### config.mk
export PLATFORM = sky130hd
export DESIGN_NAME = uart_bus_sequencer
export DESIGN_NICKNAME = d
export VERILOG_FILES = /design/src/rtl/uart_seq_pkg.sv /design/src/rtl/uart_bus_access.sv /design/src/rtl/uart_bus_sequencer.sv
export SDC_FILE = /design/constraint.sdc
export NUM_CORES = 1
export LEC_CHECK = 0
export CAP_MARGIN = 10
export CORE_ASPECT_RATIO = 0.8
export CORE_MARGIN = 1.5
export CORE_UTILIZATION = 45
export CTS_CLUSTER_DIAMETER = 50
export CTS_CLUSTER_SIZE = 8
export DETAILED_ROUTE_END_ITERATION = 16
export PLACE_DENSITY = 0.75
export SYNTH_ARGS = -nofsm -noshare
export SYNTH_HDL_FRONTEND = slang
export SYNTH_SLANG_ARGS = --single-unit
### constraint.sdc
create_clock -name clk -period 2.3 [get_ports clk]
set_input_delay 0.46 -clock clk [delete_from_list [all_inputs] [get_ports clk]]
set_output_delay 0.46 -clock clk [all_outputs]
set_load 0.05 [all_outputs]
### src/rtl/uart_seq_pkg.sv
// Shared types and default constants for the UART bus sequencer.
//   seq_state_t  : sequencer FSM states
//   bus_phase_t  : phases of one 3-cycle register access
//   DEF_*        : default register map and status bit positions
package uart_seq_pkg;

  typedef enum logic [2:0] {
    ST_CFG1,
    ST_CFG2,
    ST_CFG3,
    ST_POLL,
    ST_DECIDE,
    ST_WR_TX,
    ST_RD_RX,
    ST_RX_HOLD
  } seq_state_t;

  typedef enum logic [1:0] {
    PH_IDLE,
    PH_SETUP,
    PH_STROBE,
    PH_HOLD
  } bus_phase_t;

  localparam logic [3:0] DEF_ADDR_CTRL1  = 4'h0;
  localparam logic [3:0] DEF_ADDR_CTRL2  = 4'h1;
  localparam logic [3:0] DEF_ADDR_CTRL3  = 4'h2;
  localparam logic [3:0] DEF_ADDR_STATUS = 4'h3;
  localparam logic [3:0] DEF_ADDR_TXDATA = 4'h4;
  localparam logic [3:0] DEF_ADDR_RXDATA = 4'h5;

  localparam int unsigned DEF_STS_TXFULL_BIT  = 1;
  localparam int unsigned DEF_STS_RXEMPTY_BIT = 0;

endpackage

### src/rtl/uart_bus_access.sv
// Three-cycle register access engine (SETUP / STROBE / HOLD, then IDLE).
// Ports:
//   i_clk, i_rst        : clock, asynchronous active-high reset
//   i_start             : begin an access (sampled only while idle)
//   i_rd                : 1 = read, 0 = write
//   i_addr, i_wdata     : access address / write data
//   i_data              : read data from the UART core
//   o_addr, o_wdata     : address / write data pins (held between accesses)
//   o_cs_n, o_rd_n, o_we_n : active-low bus controls
//   o_idle              : engine can accept i_start this cycle
//   o_done              : high during HOLD, the last cycle of an access
//   o_rdata             : read data, captured at the end of STROBE
module uart_bus_access
  import uart_seq_pkg::*;
(
  input  logic       i_clk,
  input  logic       i_rst,
  input  logic       i_start,
  input  logic       i_rd,
  input  logic [3:0] i_addr,
  input  logic [7:0] i_wdata,
  input  logic [7:0] i_data,
  output logic [3:0] o_addr,
  output logic [7:0] o_wdata,
  output logic       o_cs_n,
  output logic       o_rd_n,
  output logic       o_we_n,
  output logic       o_idle,
  output logic       o_done,
  output logic [7:0] o_rdata
);

  bus_phase_t r_phase;
  logic       r_rd;
  logic [3:0] r_addr;
  logic [7:0] r_wdata;
  logic [7:0] r_rdata;

  always_ff @(posedge i_clk or posedge i_rst) begin
    if (i_rst) begin
      r_phase <= PH_IDLE;
      r_rd    <= 1'b0;
      r_addr  <= '0;
      r_wdata <= '0;
      r_rdata <= '0;
    end else begin
      case (r_phase)
        PH_IDLE: begin
          if (i_start) begin
            r_phase <= PH_SETUP;
            r_rd    <= i_rd;
            r_addr  <= i_addr;
            if (!i_rd) r_wdata <= i_wdata;
          end
        end
        PH_SETUP:  r_phase <= PH_STROBE;
        PH_STROBE: begin
          r_phase <= PH_HOLD;
          if (r_rd) r_rdata <= i_data;
        end
        PH_HOLD:   r_phase <= PH_IDLE;
        default:   r_phase <= PH_IDLE;
      endcase
    end
  end

  // Controls decode straight from the async-reset phase register so a reset
  // mid-access releases the bus immediately.
  assign o_cs_n  = (r_phase == PH_IDLE);
  assign o_rd_n  = !((r_phase == PH_STROBE) && r_rd);
  assign o_we_n  = !((r_phase == PH_STROBE) && !r_rd);
  assign o_idle  = (r_phase == PH_IDLE);
  assign o_done  = (r_phase == PH_HOLD);
  assign o_addr  = r_addr;
  assign o_wdata = r_wdata;
  assign o_rdata = r_rdata;

endmodule

### src/rtl/uart_bus_sequencer.sv
// Bus master for the UART core register interface: writes CTRL1..3 after
// reset, then polls status, drains the RX FIFO to a valid/ready stream and
// fills the TX FIFO from two round-robin arbitrated requesters.
// Ports:
//   clk, rst                      : clock, asynchronous active-high reset
//   AddrBus_o, DataBus_o          : register address / write data
//   n_ChipSelect_o, n_rd_o, n_we_o: active-low bus controls
//   DataBus_i                     : register read data
//   TxDataA_i/p_TxValidA_i/p_TxReadyA_o : requester A (ready = 1-cycle pulse)
//   TxDataB_i/p_TxValidB_i/p_TxReadyB_o : requester B
//   RxData_o/p_RxValid_o/p_RxReady_i    : received byte stream
//   p_CfgDone_o                   : configuration written
module uart_bus_sequencer
  import uart_seq_pkg::*;
#(
  parameter logic [7:0]  CFG_CTRL1       = 8'h40,
  parameter logic [7:0]  CFG_CTRL2       = 8'h1A,
  parameter logic [7:0]  CFG_CTRL3       = 8'h00,
  parameter logic [3:0]  ADDR_CTRL1      = DEF_ADDR_CTRL1,
  parameter logic [3:0]  ADDR_CTRL2      = DEF_ADDR_CTRL2,
  parameter logic [3:0]  ADDR_CTRL3      = DEF_ADDR_CTRL3,
  parameter logic [3:0]  ADDR_STATUS     = DEF_ADDR_STATUS,
  parameter logic [3:0]  ADDR_TXDATA     = DEF_ADDR_TXDATA,
  parameter logic [3:0]  ADDR_RXDATA     = DEF_ADDR_RXDATA,
  parameter int unsigned STS_TXFULL_BIT  = DEF_STS_TXFULL_BIT,
  parameter int unsigned STS_RXEMPTY_BIT = DEF_STS_RXEMPTY_BIT
) (
  input  logic       clk,
  input  logic       rst,
  output logic [3:0] AddrBus_o,
  output logic       n_ChipSelect_o,
  output logic       n_rd_o,
  output logic       n_we_o,
  output logic [7:0] DataBus_o,
  input  logic [7:0] DataBus_i,
  input  logic [7:0] TxDataA_i,
  input  logic       p_TxValidA_i,
  output logic       p_TxReadyA_o,
  input  logic [7:0] TxDataB_i,
  input  logic       p_TxValidB_i,
  output logic       p_TxReadyB_o,
  output logic [7:0] RxData_o,
  output logic       p_RxValid_o,
  input  logic       p_RxReady_i,
  output logic       p_CfgDone_o
);

  seq_state_t r_state;
  seq_state_t w_next;

  logic       w_start;
  logic       w_rd;
  logic [3:0] w_addr;
  logic [7:0] w_wdata;
  logic       w_idle;
  logic       w_done;
  logic [7:0] w_rdata;

  logic       r_rr_b;      // round-robin pointer: 0 = A has priority, 1 = B
  logic       r_cfg_done;
  logic [7:0] r_tx_byte;
  logic [7:0] r_rx_data;
  logic       r_rx_valid;

  logic       w_rx_go;
  logic       w_tx_go;
  logic       w_grant_a;
  logic       w_grant_b;

  uart_bus_access u_access (
    .i_clk   (clk),
    .i_rst   (rst),
    .i_start (w_start),
    .i_rd    (w_rd),
    .i_addr  (w_addr),
    .i_wdata (w_wdata),
    .i_data  (DataBus_i),
    .o_addr  (AddrBus_o),
    .o_wdata (DataBus_o),
    .o_cs_n  (n_ChipSelect_o),
    .o_rd_n  (n_rd_o),
    .o_we_n  (n_we_o),
    .o_idle  (w_idle),
    .o_done  (w_done),
    .o_rdata (w_rdata)
  );

  // In DECIDE the engine's read register still holds the status byte from
  // the POLL access that just finished.
  assign w_rx_go   = !w_rdata[STS_RXEMPTY_BIT] && !r_rx_valid;
  assign w_tx_go   = !w_rdata[STS_TXFULL_BIT] && (p_TxValidA_i || p_TxValidB_i);
  assign w_grant_a = w_tx_go && p_TxValidA_i && (!p_TxValidB_i || !r_rr_b);
  assign w_grant_b = w_tx_go && p_TxValidB_i && (!p_TxValidA_i || r_rr_b);

  // State register
  always_ff @(posedge clk or posedge rst) begin
    if (rst) r_state <= ST_CFG1;
    else     r_state <= w_next;
  end

  // Next-state logic
  always_comb begin
    w_next = r_state;
    case (r_state)
      ST_CFG1:    if (w_done) w_next = ST_CFG2;
      ST_CFG2:    if (w_done) w_next = ST_CFG3;
      ST_CFG3:    if (w_done) w_next = ST_POLL;
      ST_POLL:    if (w_done) w_next = ST_DECIDE;
      ST_DECIDE: begin
        if (w_rx_go)                     w_next = ST_RD_RX;
        else if (w_grant_a || w_grant_b) w_next = ST_WR_TX;
        else                             w_next = ST_POLL;
      end
      ST_WR_TX:   if (w_done) w_next = ST_POLL;
      ST_RD_RX:   if (w_done) w_next = ST_RX_HOLD;
      ST_RX_HOLD: w_next = ST_POLL;
      default:    w_next = ST_CFG1;
    endcase
  end

  // Output logic: one access is launched per access state, as soon as the
  // engine is idle; the state always changes on the access's done cycle.
  always_comb begin
    w_start      = 1'b0;
    w_rd         = 1'b0;
    w_addr       = ADDR_STATUS;
    w_wdata      = '0;
    p_TxReadyA_o = 1'b0;
    p_TxReadyB_o = 1'b0;
    case (r_state)
      ST_CFG1: begin
        w_start = w_idle;
        w_addr  = ADDR_CTRL1;
        w_wdata = CFG_CTRL1;
      end
      ST_CFG2: begin
        w_start = w_idle;
        w_addr  = ADDR_CTRL2;
        w_wdata = CFG_CTRL2;
      end
      ST_CFG3: begin
        w_start = w_idle;
        w_addr  = ADDR_CTRL3;
        w_wdata = CFG_CTRL3;
      end
      ST_POLL: begin
        w_start = w_idle;
        w_rd    = 1'b1;
        w_addr  = ADDR_STATUS;
      end
      ST_DECIDE: begin
        if (!w_rx_go) begin
          p_TxReadyA_o = w_grant_a;
          p_TxReadyB_o = w_grant_b;
        end
      end
      ST_WR_TX: begin
        w_start = w_idle;
        w_addr  = ADDR_TXDATA;
        w_wdata = r_tx_byte;
      end
      ST_RD_RX: begin
        w_start = w_idle;
        w_rd    = 1'b1;
        w_addr  = ADDR_RXDATA;
      end
      default: begin
        w_start = 1'b0;
      end
    endcase
  end

  // Arbiter, configuration flag and RX output register
  always_ff @(posedge clk or posedge rst) begin
    if (rst) begin
      r_rr_b     <= 1'b0;
      r_cfg_done <= 1'b0;
      r_tx_byte  <= '0;
      r_rx_data  <= '0;
      r_rx_valid <= 1'b0;
    end else begin
      if (r_state == ST_CFG3 && w_done) r_cfg_done <= 1'b1;

      if (r_state == ST_DECIDE && !w_rx_go) begin
        if (w_grant_a) begin
          r_tx_byte <= TxDataA_i;
          r_rr_b    <= 1'b1;
        end else if (w_grant_b) begin
          r_tx_byte <= TxDataB_i;
          r_rr_b    <= 1'b0;
        end
      end

      if (r_state == ST_RX_HOLD) begin
        r_rx_data  <= w_rdata;
        r_rx_valid <= 1'b1;
      end else if (r_rx_valid && p_RxReady_i) begin
        r_rx_valid <= 1'b0;
      end
    end
  end

  assign RxData_o    = r_rx_data;
  assign p_RxValid_o = r_rx_valid;
  assign p_CfgDone_o = r_cfg_done;

endmodule

# Word-level counts from Yosys, hierarchy flattened
# Index checks and enable logic that the tools add are counted.
# W data, S select, Z words.
[classes] shift=0 n_bitwise=1 n_reduce_logical=37 addsub=0 mux=24 div_mod_pow=0 eq_ne=16 mul=0 n_lt_le_gt_ge=0
[ops] cell="$pmux W8 S3" count=1
[ops] cell="$mux W3" count=7
[ops] cell="$pmux W3 S7" count=1
[ops] cell="$mux W8" count=2
[ops] cell="$pmux W3 S5" count=1
[ops] cell="$eq A3 B3 Y1 const B" count=4
[ops] cell="$logic_and A1 B1 Y1" count=11
[ops] cell="$logic_not A1 Y1" count=10
[ops] cell="$mux W1" count=10
[ops] cell="$ne A2 B2 Y1 const B" count=4
[ops] cell="$pmux W2 S4" count=1
[ops] cell="$eq A3 B2 Y1 const B" count=2
[ops] cell="$reduce_and A2 Y1" count=3
[ops] cell="$reduce_or A6 Y1" count=1
[ops] cell="$reduce_and A5 Y1" count=1
[ops] cell="$eq A2 B2 Y1 const B" count=2
[ops] cell="$logic_or A1 B1 Y1" count=4
[ops] cell="$ne A2 B1 Y1 const B" count=2
[ops] cell="$reduce_bool A2 Y1" count=2
[ops] cell="$reduce_or A2 Y1" count=2
[ops] cell="$eq A3 B1 Y1 const B" count=1
[ops] cell="$logic_not A3 Y1" count=1
[ops] cell="$reduce_and A3 Y1" count=1
[ops] cell="$eq A2 B1 Y1 const B" count=1
[ops] cell="other kinds (3)" count=3
[totals] regBits=45 ram_bits=0 input_bits=29 output_inout_bits=27 latchBits=0 n_memories=0 romBits=0 word_cells=89

# Depth between registers and ports, before layout
[logic_depth] depth_word=8 depth_mapped=6 depth_no_buf=5

# Hierarchy
# A second synthesis with hierarchy kept.
[hier_totals] cells_unflattened=184 area_unflattened_um2=2170.8
[modules_own_cells] module="uart_bus_sequencer" seq_area_each_um2=550.5 area_per_inst_um2=1223.7 cells_per_inst=123 instances=1
[modules_own_cells] module="uart_bus_access" seq_area_each_um2=575.6 area_per_inst_um2=947.2 cells_per_inst=61 instances=1

# Worst setup path before layout
# OpenSTA, ideal clock, no wires.
[synth_path] path_kind="register to output" start="register r_rx_valid (netlist: p_RxValid_o)" end="output p_TxReadyA_o" path_buffers=1 path_slack_ns=-0.187 arrival_time_ns=2.027 path_stages_with_launch=5 required_time_ns=1.840 cell_sequence="dfrtp_1 > o21bai_4 > or3_4 > buf_6 > nor2_1"
[synth_between] elab_chain_len=4
[synth_rtl] item="from (decl)" line="uart_bus_sequencer.sv:63" source="logic r_rx_valid;"
[synth_rtl] item="from (signal assigned)" line="uart_bus_sequencer.sv:180" source="r_rx_valid <= 1'b0;"
[synth_rtl] item="from (signal assigned)" line="uart_bus_sequencer.sv:196" source="r_rx_valid <= 1'b1;"
[synth_rtl] item="from (signal assigned)" line="uart_bus_sequencer.sv:198" source="r_rx_valid <= 1'b0;"
[synth_rtl] item="$logic_not A1 Y1" line="uart_bus_sequencer.sv:90" source="assign w_rx_go = !w_rdata[STS_RXEMPTY_BIT] && !r_rx_valid;"
[synth_rtl] item="$logic_and A1 B1 Y1" line="uart_bus_sequencer.sv:90"
[synth_rtl] item="$mux W1" line="uart_bus_sequencer.sv:152" source="if (!w_rx_go) begin"
[synth_rtl] item="$mux W1" line="uart_bus_sequencer.sv:130" source="case (r_state)"
[synth_rtl] item="to (decl)" line="uart_bus_sequencer.sv:38" source="output logic p_TxReadyA_o,"
# No other way between the ends.

# Worst setup path in the final report
[layout_path] start="input p_TxValidA_i" end="output p_TxReadyB_o"
[layout_between] elab_chain_len=6 word_cells_on_any_way=8 classes_between="2 x mux; 6 x reduce/logical"
[layout_rtl] item="from (decl)" line="uart_bus_sequencer.sv:37" source="input logic p_TxValidA_i,"
[layout_rtl] item="$logic_or A1 B1 Y1" line="uart_bus_sequencer.sv:91" source="assign w_tx_go = !w_rdata[STS_TXFULL_BIT] && (p_TxValidA_i || p_TxValidB_i);"
[layout_rtl] item="$logic_and A1 B1 Y1" line="uart_bus_sequencer.sv:91"
[layout_rtl] item="$logic_and A1 B1 Y1" line="uart_bus_sequencer.sv:93" source="assign w_grant_b = w_tx_go && p_TxValidB_i && (!p_TxValidA_i || r_rr_b);"
[layout_rtl] item="$logic_and A1 B1 Y1 (*)" line="uart_bus_sequencer.sv:93"
[layout_rtl] item="$mux W1 (*)" line="uart_bus_sequencer.sv:152"
[layout_rtl] item="$mux W1 (*)" line="uart_bus_sequencer.sv:130"
[layout_rtl] item="to (decl)" line="uart_bus_sequencer.sv:41" source="output logic p_TxReadyB_o,"
# Mark *: on every way between the ends. The rest lies on a longest branch, timed or not.

==> results_tabular.tex <==
\begin{tabular}{lr}
\hline
Metric & Value \\
\hline
\multicolumn{2}{l}{\textbf{Outcome}} \\
Result of the run & completed \\
\multicolumn{2}{l}{\textbf{Synth}} \\
Fraction of post-synthesis cell area in the top cell type by area & 0.5210 \\
Post-synthesis async set-or-reset flop share & 1.000 \\
Number of register bits inferred by synthesis & 44 \\
Count of flip-flops with a built-in enable after synthesis & 0 \\
Synth cell types & 35 \\
Synth Net Count & 225 \\
Most numerous cell in the Yosys netlist & sky130\_fd\_sc\_hd\_\_dfrtp\_1 \\
Synth top area cells & sky130\_fd\_sc\_hd\_\_dfrtp\_1, sky130\_fd\_sc\_hd\_\_mux2\_2, sky130\_fd\_sc\_hd\_\_o31ai\_1 \\
Number of warnings issued by yosys & 0 \\
Cell Area, Synth & 2113 um\^{}2 \\
Most instantiated cells after synthesis & sky130\_fd\_sc\_hd\_\_dfrtp\_1, sky130\_fd\_sc\_hd\_\_a21oi\_1, sky130\_fd\_sc\_hd\_\_mux2\_2, sky130\_fd\_sc\_hd\_\_o31ai\_1, sky130\_fd\_sc\_hd\_\_nor2\_1 \\
Dominant synthesized flop cell & sky130\_fd\_sc\_hd\_\_dfrtp\_1 \\
Mean instance size in the synthesized netlist & 10.95 um\^{}2 \\
Proportion of synthesized chip area in sequential cells & 0.5210 \\
Number of instances in the synthesized netlist & 193 \\
Cell accounting for the most synthesized area & sky130\_fd\_sc\_hd\_\_dfrtp\_1 \\
\multicolumn{2}{l}{\textbf{Place}} \\
Placed inst area & 2799 um\^{}2 \\
Post-DP HPWL & 3.327 mm \\
\# port buffers & 54 \\
Pre-CTS worst setup slack & 26.99 ps \\
Global placer's final weighted congestion & 0.8145 \\
\multicolumn{2}{l}{\textbf{Drt}} \\
Vias after detailed routing & 1721 \\
Average detailed-routed wire length per instance & 14.63 um \\
Vias per cell & 5.446 \\
Iteration-0 DRC Markers & 88 \\
Number of detailed-route iterations in the first pass & 4 \\
Detailed Route WL & 4.623 mm \\
Antenna Nets Post-Route & 0 \\
DRC violations left & 0 \\
\multicolumn{2}{l}{\textbf{STA}} \\
Highest attainable clock frequency & 0.4500 GHz \\
Least-Margin Pin Slew & 549.9 ps \\
Setup Skew & 4.557 ps \\
Crit share post-route & 0.9663 \\
Worst path setup slack after routing & 77.62 ps \\
Final-layout worst hold slack & 470.6 ps \\
Setup Viol. Count Final & 0 \\
Worst slew slack as a fraction of its limit & 0.6295 \\
Post-route minimum period & 2222 ps \\
Final slew viol count & 0 \\
Number of hold violations in the final report & 0 \\
Setup repair after global routing missed its margin & no \\
\multicolumn{2}{l}{\textbf{Floorplanning}} \\
Overall die area & 5119 um\^{}2 \\
Starting density of the core & 0.4653 \\
Die width & 79.62 um \\
Row count & 22 \\
Number of placed I/O pins & 56 \\
Die height & 64.30 um \\
Floorplan Core Area & 4542 um\^{}2 \\
\multicolumn{2}{l}{\textbf{Power and ir drop}} \\
Pwr Total & 3.855 mW \\
Cell area power density & 1329 nW/um\^{}2 \\
Worst vdd ir & 858.4 uV \\
Static Leakage & 1.212 nW \\
\multicolumn{2}{l}{\textbf{Setup path}} \\
Data arrival time of the critical path & 1760 ps \\
Setup slack, reg-to-reg & 530 ps \\
Data required time at the worst endpoint & 1840 ps \\
Worst path cell trace & clkdlybuf4s50\_1, o21bai\_1, or3\_4, nor2\_2, buf\_12 \\
Critical path's top delay family & buffers and inverters \\
Kind of start point of the critical path & input pin \\
Category of the most critical setup path & input pin to output port \\
Slowest-stage cell, CP & sky130\_fd\_sc\_hd\_\_clkdlybuf4s50\_1 \\
Worst Setup End Kind & output port \\
Largest fanout on the critical path & 3 \\
WP buf/inv & 2 \\
R2R Path Start & u\_access.r\_phase[0]\$\_DFFE\_PP0P\_ \\
Depth of the most critical reg-to-reg path & 6 \\
Worst flop-to-flop path endpoint & u\_access.o\_wdata[6]\$\_DFFE\_PP0P\_ \\
Slowest Stage Delay on Critical Path & 490 ps \\
\multicolumn{2}{l}{\textbf{GRT}} \\
First-pass GRT wire length & 7.417 mm \\
Vias in the first global route & 1590 \\
Leftover overflow at the end of global routing & 0 \\
Number of antenna violations at the first check in global routing & 0 \\
Largest net degree at the start of global routing & 45 \\
Overall fraction of global-route tracks in use & 0.1885 \\
\multicolumn{2}{l}{\textbf{Flow run}} \\
Maxcap violations & 0 \\
\multicolumn{2}{l}{\textbf{Min path}} \\
Min-delay worst type & register to register \\
Worst-case hold path end point & p\_CfgDone\_o\$\_DFFE\_PP0P\_ \\
Hold Path Depth & 1 \\
Hold wc startpoint & p\_CfgDone\_o\$\_DFFE\_PP0P\_ \\
\multicolumn{2}{l}{\textbf{Clock network}} \\
\# clock sinks & 44 \\
H-Tree Depth & 2 \\
Clock Tree Buf Depth & 2 \\
Clock-pin transition on the worst setup and hold timing paths & 80 ps \\
TritonCTS clock tree & built \\
Post-cts repair resize count & 0 \\
Inserted Clock Buffers & 5 \\
Post-cts hold buffer count & 0 \\
Clock root buffer master & sky130\_fd\_sc\_hd\_\_clkbuf\_8 \\
Post-CTS setup repair buffer count & 0 \\
Clock latency on the worst-skew pair & 290 ps \\
\multicolumn{2}{l}{\textbf{Finish}} \\
FF+latch area & 1101 um\^{}2 \\
Count of inserted antenna diode cells & 0 \\
Final-stage net count & 287 \\
Fraction of layout cells with a size suffix above 1 & 0.1953 \\
Fillers & 367 \\
Final Cell Area & 2902 um\^{}2 \\
Multi-input logic area & 922.1 um\^{}2 \\
Area growth from synthesis to final layout & 37.30\% \\
Final core utilization & 0.6388 \\
\hline
\end{tabular}
## cells by family after synthesis
| family | after synthesis | synth area share |
|---|---|---|
| adders and majority gates | 3 | 0.01776 |
| DFF | 44 | 0.5210 |
| xor gates and xnor gates | 2 | 0.008290 |
| muxes | 18 | 0.09591 |
| other | 1 | 0.001774 |
| and+or+nand+nor | 37 | 0.08822 |
| buffers and inverters | 20 | 0.04500 |
| AOI/OAI and AO/OA | 68 | 0.2220 |
## power by group
part / internal, mW / switching, mW / leakage [nW]
registers: 1.10 / 0.215 / 0.543
clock network: 0.243 / 0.257 / 0.0434
logic: 0.839 / 1.21 / 0.626
total: 2.18 / 1.68 / 1.21
## registers in the layout, summed over array words and instances, names as in the netlist
| register | cells |
|---|---|
| u_access.r_rd | 1 |
| r_rr_b | 1 |
| p_CfgDone_o | 1 |
| r_state | 3 |
| u_access.o_wdata | 8 |
| r_tx_byte | 8 |
| p_RxValid_o | 1 |
| u_access.r_phase | 2 |
| RxData_o | 8 |
| u_access.o_rdata | 8 |
| u_access.o_addr | 3 |
## worst reg2reg max path, delay by kind of cell, from the launching register on
family	cells	cell delay [ps]
adders and majority gates	1	290
and+or+nand+nor	1	230
buffers and inverters	2	290
DFF	1	390
AOI/OAI and AO/OA	2	470
## through the flow
step                      TNS (ps)  instances
after CTS                        0        316
after global placement           0        308
final                            0        316
after detailed placement         0        308
after floorplan             -374.7        193
after global routing             0        316
## layout by cell type (no fill, tap or decap), types with 2 or more instances in the layout
cell type                         instances
sky130_fd_sc_hd__dfrtp_1                 44
sky130_fd_sc_hd__mux2_2                  18
sky130_fd_sc_hd__a22o_1                  10
sky130_fd_sc_hd__buf_4                   14
sky130_fd_sc_hd__nor2_2                   2
sky130_fd_sc_hd__a31o_2                   2
sky130_fd_sc_hd__clkinvlp_4               2
sky130_fd_sc_hd__buf_12                   4
sky130_fd_sc_hd__o22ai_1                  2
sky130_fd_sc_hd__a221oi_1                 2
sky130_fd_sc_hd__nand2b_1                 5
sky130_fd_sc_hd__nand3_1                  2
sky130_fd_sc_hd__nor3_1                   6
sky130_fd_sc_hd__inv_1                    6
sky130_fd_sc_hd__nor2_1                  10
sky130_fd_sc_hd__nor2b_1                  3
sky130_fd_sc_hd__clkinv_1                 2
sky130_fd_sc_hd__o21ai_0                  6
sky130_fd_sc_hd__ha_1                     3
sky130_fd_sc_hd__clkdlybuf4s50_1         49
sky130_fd_sc_hd__a22oi_1                  2
sky130_fd_sc_hd__clkbuf_8                 6
sky130_fd_sc_hd__o31ai_1                 16
sky130_fd_sc_hd__nand2_1                  6
sky130_fd_sc_hd__a21oi_1                 23
## worst max-delay path by stage
stage	cells past startpoint	slack, ps	end	start
after floorplan	4	-190	p_TxReadyA_o	p_RxValid_o$_DFFE_PP0P_
after global routing	5	20	p_TxReadyA_o	p_TxValidA_i
final	5	80	p_TxReadyB_o	p_TxValidA_i
after global placement	5	50	p_TxReadyA_o	p_TxValidA_i
after CTS	5	30	p_TxReadyB_o	p_TxValidA_i
after detailed placement	5	30	p_TxReadyB_o	p_TxValidA_i
## metal layers
metal / up-vias / track usage / routed length [um] / part of all wire
met5: - / 0 / 0 / 0
met4: 0 / 0.05702 / 38 / 0.0082
met3: 2 / 0.03429 / 208 / 0.045
met2: 50 / 0.2966 / 2229 / 0.48
met1: 837 / 0.2650 / 2147 / 0.46
li1: 832 / - / - / -
## layout make-up
class,instances,area share
Tap cell,60,0.02587
Clock inverter,2,0.005175
Inverter,8,0.01035
Timing Repair Buffer,67,0.2329
Sequential cell,44,0.3795
Multi-Input combinational cell,129,0.3178
Clock buffer,6,0.02846
(Power assumes the default switching activity.)
